`src/rtl/sq_pkg.sv`:
```
// sq_pkg: constants shared by the 1011 sequence path (serializer and detector).
// Defining SQ_SER_PARITY_EN adds the serializer PARITY state.
package sq_pkg;

  // Parallel word width used when the serializer is instantiated without override
  localparam int SQ_DEFAULT_WIDTH = 8;

  // Serializer FSM encodings
  typedef enum logic [1:0] {
    SER_IDLE   = 2'b00,
    SER_SHIFT  = 2'b01
`ifdef SQ_SER_PARITY_EN
    , SER_PARITY = 2'b10
`endif
  } ser_state_t;

  // 1011 detector FSM encodings, named after the prefix matched so far
  typedef enum logic [2:0] {
    DET_S0    = 3'd0,
    DET_S1    = 3'd1,
    DET_S10   = 3'd2,
    DET_S101  = 3'd3,
    DET_S1011 = 3'd4
  } det_state_t;

endpackage

```
`src/rtl/sq_serializer.sv`:
```
// sq_serializer: MSB-first parallel-to-serial converter feeding the 1011 detector.
// Words are taken on a P_valid/P_ready handshake and streamed one bit per cycle.
// Defining SQ_SER_PARITY_EN appends one even-parity bit after each word;
// without it consecutive words stream back to back with no gap.
module sq_serializer
  import sq_pkg::*;
#(
  parameter int WIDTH = SQ_DEFAULT_WIDTH
) (
  input  logic             CLK,
  input  logic             RST_N,
  input  logic [WIDTH-1:0] P_data,
  input  logic             P_valid,
  output logic             P_ready,
  output logic             S_output,
  output logic             S_valid
);

  localparam int CNT_W = $clog2(WIDTH);
  localparam logic [CNT_W-1:0] LAST_IDX = CNT_W'(WIDTH - 1);

  ser_state_t       state;
  ser_state_t       state_next;
  logic [WIDTH-1:0] shreg;
  logic [CNT_W-1:0] cnt;
  logic             accept;

`ifdef SQ_SER_PARITY_EN
  logic             par_bit;
`endif

  assign accept = P_valid && P_ready;

  // Next state, handshake ready and serial outputs all decoded from the current state
  always_comb begin
    state_next = state;
    P_ready    = 1'b0;
    S_valid    = 1'b0;
    S_output   = 1'b0;
    case (state)
      SER_IDLE: begin
        P_ready = 1'b1;
        if (P_valid) begin
          state_next = SER_SHIFT;
        end
      end
      SER_SHIFT: begin
        S_valid  = 1'b1;
        S_output = shreg[WIDTH-1];
        if (cnt == '0) begin
`ifdef SQ_SER_PARITY_EN
          state_next = SER_PARITY;
`else
          P_ready    = 1'b1;
          state_next = P_valid ? SER_SHIFT : SER_IDLE;
`endif
        end
      end
`ifdef SQ_SER_PARITY_EN
      SER_PARITY: begin
        S_valid    = 1'b1;
        S_output   = par_bit;
        P_ready    = 1'b1;
        state_next = P_valid ? SER_SHIFT : SER_IDLE;
      end
`endif
      default: begin
        state_next = SER_IDLE;
      end
    endcase
  end

  // State register; reset drops straight to IDLE so a partial word is abandoned
  always_ff @(posedge CLK or negedge RST_N) begin
    if (!RST_N) begin
      state <= SER_IDLE;
    end else begin
      state <= state_next;
    end
  end

  // Shift register and bit counter: load on acceptance, otherwise shift while streaming
  always_ff @(posedge CLK or negedge RST_N) begin
    if (!RST_N) begin
      shreg <= '0;
      cnt   <= '0;
    end else if (accept) begin
      shreg <= P_data;
      cnt   <= LAST_IDX;
    end else if (state == SER_SHIFT) begin
      shreg <= {shreg[WIDTH-2:0], 1'b0};
      if (cnt != '0) begin
        cnt <= cnt - CNT_W'(1);
      end
    end
  end

`ifdef SQ_SER_PARITY_EN
  // Even parity of the accepted word, captured at load so later P_data changes cannot disturb it
  always_ff @(posedge CLK or negedge RST_N) begin
    if (!RST_N) begin
      par_bit <= 1'b0;
    end else if (accept) begin
      par_bit <= ^P_data;
    end
  end
`endif

endmodule

```
`config.mk`:
```
export PLATFORM = sky130hd
export DESIGN_NAME = sq_serializer
export DESIGN_NICKNAME = d
export VERILOG_FILES = /design/src/rtl/sq_pkg.sv /design/src/rtl/sq_serializer.sv
export SDC_FILE = /design/constraint.sdc
export NUM_CORES = 1
export LEC_CHECK = 0
export ABC_AREA = 1
export BUFFER_PORTS_ARGS = -buffer_cell sky130_fd_sc_hd__buf_2
export CAP_MARGIN = 20
export CORE_MARGIN = 4
export CORE_UTILIZATION = 35
export CTS_CLUSTER_SIZE = 10
export DETAILED_ROUTE_END_ITERATION = 7
export PLACE_DENSITY_LB_ADDON = 0.3
export SLEW_MARGIN = 20
export SYNTH_ARGS = -nofsm -noshare
export SYNTH_HDL_FRONTEND = slang
export SYNTH_SLANG_ARGS = --single-unit
export TNS_END_PERCENT = 30
```
`constraint.sdc`:
```
create_clock -name CLK -period 1.65 [get_ports CLK]
set_clock_uncertainty 0.2 [all_clocks]
set_input_delay 0.0825 -clock CLK [delete_from_list [all_inputs] [get_ports CLK]]
set_output_delay 0.0825 -clock CLK [all_outputs]
set_load 0.05 [all_outputs]
```
==> results of run 1 <==
sequential cells by signal, indices dropped and copies added, names as in the netlist:
signal	cells
state	1
shreg	8
cnt	3
worst paths after layout:
path	endpoint	startpoint	slack (ns)	depth (start not counted)
worst max-delay path	P_ready	cnt[0]	0.08	6
worst min-delay path	shreg[5]	RST_N	0.02	2
worst max register to register	shreg[6]	cnt[0]	0.14	8
worst min register to register	shreg[0]	shreg[0]	0.29	2
max in group asynchronous	cnt[0]	RST_N	1.01	2
min in group CLK	shreg[0]	shreg[0]	0.29	2
kinds of logic after synthesis:
| kind of cell | synth area share, % |
|---|---|
| adders and majority gates | 3.94 |
| AOI/OAI and AO/OA | 0.788 |
| and+or+nand+nor | 33.7 |
| DFF | 47.3 |
| buffers and inverters | 14.2 |
placed cells by master (no fill, tap or decap):
master / Yosys / routed
nor2_2: 1 / 1
clkbuf_4: 0 / 3
clkinv_1: 1 / 1
nor2_1: 6 / 6
dfrtp_1: 12 / 12
inv_2: 1 / 4
nand2_1: 25 / 25
inv_1: 14 / 11
buf_4: 1 / 5
ha_4: 0 / 2
o21ai_1: 1 / 1
nand3_1: 17 / 17
buf_2: 0 / 12
nand2_4: 0 / 1
dlygate4sd3_1: 0 / 10
buf_8: 0 / 1
layout make-up:
type,instances,share of cell area [%]
Sequential cell,12,33.3
Clock buffer,3,2.50
Timing Repair Buffer,28,23.6
Multi-Input combinational cell,53,30.4
Inverter,16,6.67
Tap cell,25,3.47
worst reg2reg max path, stage by stage, from the launching register on:
cell,delay (ns)
dfrtp_1,0.38
inv_2,0.09
ha_4,0.15
ha_4,0.12
inv_2,0.04
nand2_4,0.09
nand2_1,0.16
nand2_1,0.11
nand3_1,0.07
cell usage after synthesis:
cell      instances  share of area, %
o21ai_1           1              0.79
inv_2             1              0.59
nor2_1            6               3.6
dfrtp_1          12                47
nand3_1          17                13
clkinv_1          1              0.59
buf_6             2               3.6
inv_1            14               8.3
buf_4             1               1.2
nand2_2           1              0.99
ha_1              2               3.9
nand2_1          25                15
nor2_2            1              0.99
repair_timing:
action                     4_1_cts  5_1_grt
resized for setup                5        6
hold buffers                    10        0
setup endpoints to repair        1        8
setup buffers                    0        1
hold endpoints to repair        21        0
stage by stage:
step,hold WS (ns),area (µm²),setup slack (ns),utilization (%),std cells
6_report,0.0192,901,0.0775,52.2,137
5_1_grt,0.0358,901,0.00783,52.2,137
4_1_cts,0.0134,868,0.0122,50.3,136
3_5_place_dp,-0.221,731,0.0719,42.3,123
3_3_place_gp,-0.219,731,0.139,42.3,123
2_1_floorplan,-0.413,634,0.154,-,84
power groups by stage:
stage,combinational (mW),clock (mW),sequential [mW]
6_report,0.720,0.182,0.465
5_1_grt,0.819,0.200,0.475
4_1_cts,0.641,0.188,0.461
3_5_place_dp,0.579,0,0.464
3_3_place_gp,0.575,0,0.461
2_1_floorplan,0.437,0,0.474
per-layer routing:
| metal | GRT usage, % | part of all wire, % | vias to the layer above | routed length [µm] |
|---|---|---|---|---|
| met5 | 0 | 0 | - | 0 |
| met4 | 1.35 | 0 | 0 | 0 |
| met3 | 5.64 | 5.8 | 0 | 80 |
| met2 | 18.5 | 50 | 10 | 680 |
| met1 | 13.0 | 45 | 256 | 612 |
| li1 | - | - | 313 | - |
==> out/qor.yml, run 1 <==
viasPerCell: 4.23
max_slew.worst_pin.slew_ns: 0.282
port_buffers: 13
pwr-share-seq_pct: 34.0
critPathMaxFanout: 8
ys_ff_latch: 12
setup.worst_path.end_class: "output port"
ys_seq_area_share_pct: 47.3
crit_type: "register to output port"
num_vias: 579
finalMaxSlewViolations: 0
die_w_um: 50.6
multi_input_comb_area_um2: 274
fmax_mhz: 636
finalSetupViolCount: 0
io_pins: 14
clockPowerShare_pct: 13.3
synth.distinct_cells: 13
ctsHtreeMaxLevel: 1
path_clk_slew_ns: 0.08
syn_avg_cell_area_um2: 7.55
gp_congestion: 0.754
fillers: 177
cp-start-kind: "register"
status: "complete, no violations"
p_sw_share_pct: 42.1
antenna_found_initial: 0
synthesis.area_um2: 634
arrival_ns: 1.29
hp-class: "input port to async pin"
critPathTopFamily: "flip-flops"
cts-root-buf: "clkbuf_4"
numCtsBuffers: 3
rows: 15
path_cells: "inv_2 > ha_4 > ha_4 > inv_2 > nand2_4 > buf_8"
clk_path_buf_depth: 2
drive_above_1_share_pct: 25.9
fin_nets: 127
critPathMaxStageDelay_ns: 0.38
dieArea_um2: 2560
diodes: 0
fin_crit_ns: 1.57
post_drt_wl_per_cell_um: 10.0
min_period_over_period_pct: 95.3
required_ns: 1.37
slew_headroom_pct: 81.2
maxCapViolCount: 0
area.sequential_um2: 300
hold_viol_final: 0
crit_path_top_delay_cell: "dfrtp_1"
power_density_nw_per_um2: 1520
die_y_um: 50.6
leakagePower_nw: 0.473
drc: 0
dp_hpwl_um: 887
grt_start_max_net_pins: 13
ir_worst_vdd_v: 0.000796
syn_inst: 84
power_mw: 1.37
grt_overflow_total: 0
clock_sinks: 12
area_growth_pct: 42.0
crit_buf_inv: 3
initial_core_util_pct: 36.7
drt_iter0_drc: 3
ys_warn_count: 0
core_area_um2: 1730
comb_power_share_pct: 52.6
grt_pass1_vias: 541
rsz0062_at_grt: "no"
synth_fp_nets: 97
cts_tree: "built"
grt_first_pass_wirelength_um: 2150
routed_wl_um: 1370
intPower_mw: 0.791
tns_ns: 0
p_sw_mw: 0.575
ant_nets: 0
grt_usage_pct: 11.1
dr.pass1.iters: 3
clock_latency_ns: 0.27
No activity file was read; power rests on OpenSTA's default activity.
==> run 2, diff against run 1 <==
ABC_AREA = not set   (was 1)
==> run 2 against run 1 <==
- the run now ends with setup timing left
- sequential share of layout area is 1.5 points lower
- routed wire length is 6.4% higher
- sequential power is 12% higher
- critical path type unchanged
- highest routed layer unchanged
- design area is 5.0% higher
- synthesized area is 1.2% lower
- first-iteration DRC count grew to 2.7 times the previous value
- critical endpoint unchanged
==> out/qor.yml, run 2 <==
cp-start-kind: "register"  # unchanged
numCtsBuffers: 3  # unchanged
post_drt_wl_per_cell_um: 13.4  # was 10.0 µm
syn_avg_cell_area_um2: 11.8  # was 7.55 µm²
path_clk_slew_ns: 0.07  # was 0.08 ns
num_vias: 514  # was 579
io_pins: 14  # unchanged
core_area_um2: 1710  # was 1730 µm²
startpoint: "cnt[1]"  # was cnt[0]
dieArea_um2: 2530  # was 2560 µm²
synth.top_cells.by_count: "12 x dfrtp_1, 7 x a211o_1, 5 x nor2b_1"  # was 25 x nand2_1, 17 x nand3_1, 14 x inv_1
critPathMaxFanout: 5  # was 8
hp-class: "input port to async pin"  # unchanged
fillers: 157  # was 177
hold_viol_final: 0  # unchanged
design_area_um2: 946  # was 901 µm²
synth_fp_nets: 66  # was 97
area_growth_pct: 50.9  # was 42.0%
fin_crit_ns: 1.69  # was 1.57 ns
fin_nets: 98  # was 127
crit_type: "register to output port"  # unchanged
synth_top_area_share_pct: 47.9  # was 47.3%
routed_wl_um: 1460  # was 1370 µm
ctsHtreeMaxLevel: 1  # unchanged
synthesis.area_um2: 627  # was 634 µm²
finalMaxSlewViolations: 0  # unchanged
max_slew.worst_pin.slew_ns: 0.309  # was 0.282 ns
port_buffers: 13  # unchanged
crit_path_top_delay_cell: "dfrtp_1"  # unchanged
path_cells: "inv_2 > ha_4 > ha_4 > nand2b_4 > buf_6 > buf_8"  # was inv_2 > ha_4 > ha_4 > inv_2 > nand2_4 > buf_8
synth-edff-count: 0  # unchanged
synth.distinct_cells: 19  # was 13
area.sequential_um2: 302  # was 300 µm²
cts_tree: "built"  # unchanged
dp_hpwl_um: 826  # was 887 µm
largestRegisters: "shreg x8, cnt x3, state x1"  # unchanged
violations: "setup timing"
syn_inst: 53  # was 84
drc: 0  # unchanged
reg2reg_depth: 7  # was 8
rows: 15  # unchanged
reg2reg_slack_ns: 0.02  # was 0.14 ns
arrival_ns: 1.41  # was 1.29 ns
finalSetupViolCount: 1  # was 0
top_register: "shreg"  # unchanged
grt_start_max_net_pins: 19  # was 13
r2r-start: "cnt[0]"  # unchanged
required_ns: 1.37  # about the same
multi_input_comb_area_um2: 337  # was 274 µm²
power_mw: 1.66  # was 1.37 mW
setup.worst_path.end_class: "output port"  # unchanged
die_y_um: 50.3  # was 50.6 µm
drt_iter0_drc: 8  # was 3
ys.flop_type: "dfrtp_1"  # unchanged
dr.pass1.iters: 4  # was 3
power_density_nw_per_um2: 1750  # was 1520 nW/µm²
min_period_over_period_pct: 102  # was 95.3%
ys_ff_latch: 12  # unchanged
ant_nets: 0  # unchanged
r2r-end: "shreg[3]"  # was shreg[6]
initial_core_util_pct: 36.7  # about the same
crit_buf_inv: 3  # unchanged
clock_latency_ns: 0.27  # about the same
ir_worst_vdd_v: 0.00101  # was 0.000796 V
leakagePower_nw: 0.457  # was 0.473 nW
yosysTopAreaCell: "dfrtp_1"  # unchanged
crit_top_cell: "ha_4"
viasPerCell: 4.72  # was 4.23
grt_usage_pct: 12.1  # was 11.1%
fmax_mhz: 592  # was 636 MHz
layout_setup_ws_ns: -0.0405  # was 0.0775 ns
gp_congestion: 0.767  # was 0.754
layout.cells.most_common: "buf_2"  # was nand2_1
final_cell_mix: "12 x buf_2, 11 x dfrtp_1, 10 x dlygate4sd3_1, 7 x a211o_1, 7 x buf_4"  # was 25 x nand2_1, 17 x nand3_1, 12 x dfrtp_1, 12 x buf_2, 11 x inv_1
grt_overflow_total: 0  # unchanged
cts-root-buf: "clkbuf_4"  # unchanged
status: "finished, violations left"  # was complete, no violations
rsz0062_at_grt: "yes"  # was no
critPathMaxStageDelay_ns: 0.36  # was 0.38 ns
async_flop_share_pct: 100  # unchanged
largest_register_ffs: 8  # unchanged
clk_path_buf_depth: 2  # unchanged
grt_pass1_vias: 494  # was 541
drive_above_1_share_pct: 42.9  # was 25.9%
maxCapViolCount: 0  # unchanged
antenna_found_initial: 0  # unchanged
slew_headroom_pct: 79.4  # was 81.2%
synth_area_leaders: "dfrtp_1 48%, a211o_1 9.8%, o221a_2 7.2%, o221a_1 5.4%, nor2b_1 5.0%"  # was dfrtp_1 47%, nand2_1 15%, nand3_1 13%, inv_1 8.3%, ha_1 3.9%
grt_first_pass_wirelength_um: 2260  # was 2150 µm
yosysMostFrequentCell: "dfrtp_1"  # was nand2_1
ys_seq_area_share_pct: 47.9  # was 47.3%
ys_warn_count: 0  # unchanged
place_area_um2: 726  # was 731 µm²
diodes: 0  # unchanged
die_w_um: 50.3  # was 50.6 µm
clock_sinks: 12  # unchanged
critPathTopFamily: "flip-flops"  # unchanged
-- run 2: repair_timing --
action | in CTS | in global routing
buffers inserted | 4 | 1
hold buffers | 10 | 0
pin swaps | 0 | 3
gates resized for setup | 7 | 3
hold endpoints to repair | 21 | 0
setup endpoints to repair | 1 | 10
-- run 2: layer usage --
metal  wire (µm)  global-route usage (%)
met1         668                    15.2
met2         715                    19.1
met3          76                    5.34
met4           0                    2.69
met5           0                       0
-- run 2: cells by family after synthesis --
family / after synthesis / share of synthesized area [%]
multiplexers: 1 / 1.80
AND/OR/NAND/NOR: 12 / 12.0
adder cells (fa/ha/maj): 2 / 3.99
flip-flops: 12 / 47.9
buffers and inverters: 7 / 7.19
AO/OA/AOI/OAI: 19 / 27.1
-- run 2: where the power goes --
part,internal [mW],switching (mW)
combinational,0.521,0.427
sequential,0.414,0.109
clock,0.0936,0.0952
total,1.03,0.631
-- run 2: layout make-up --
| class | count | area share, % |
|---|---|---|
| inverters | 3 | 1.19 |
| repair buffers | 31 | 25.3 |
| clock buffers | 4 | 2.78 |
| well taps | 25 | 3.31 |
| flip-flops and latches | 12 | 31.9 |
| multi-input cells | 34 | 35.6 |
-- run 2: per-stage QoR --
stage               hold WS, ns  std cells  worst slack, ns  TNS (ns)  utilization, %
floorplan                -0.413         53          0.00125         0               -
finish                   0.0152        109          -0.0405   -0.0405            55.4
detailed placement       -0.219         90           0.0410         0            42.5
global placement         -0.222         90           0.0767         0            42.5
global route             0.0556        109          -0.0989    -0.278            55.4
CTS                      0.0186        108          -0.0387   -0.0387            53.6
-- run 2: how the worst max path moves through the flow --
stage | slack [ns] | cells past startpoint | to
3_3_place_gp | 0.08 | 6 | shreg[4]
6_report | -0.04 | 6 | P_ready
3_5_place_dp | 0.04 | 6 | shreg[3]
4_1_cts | -0.04 | 6 | P_ready
2_1_floorplan | 0.001 | 7 | cnt[0]
5_1_grt | -0.1 | 6 | P_ready
-- run 2: worst register-to-register path, stage by stage (launching register included) --
cell,delay [ns]
dfrtp_1,0.38
inv_2,0.08
ha_4,0.14
ha_4,0.11
nand2b_4,0.14
buf_4,0.12
nand2_4,0.08
o221a_4,0.26
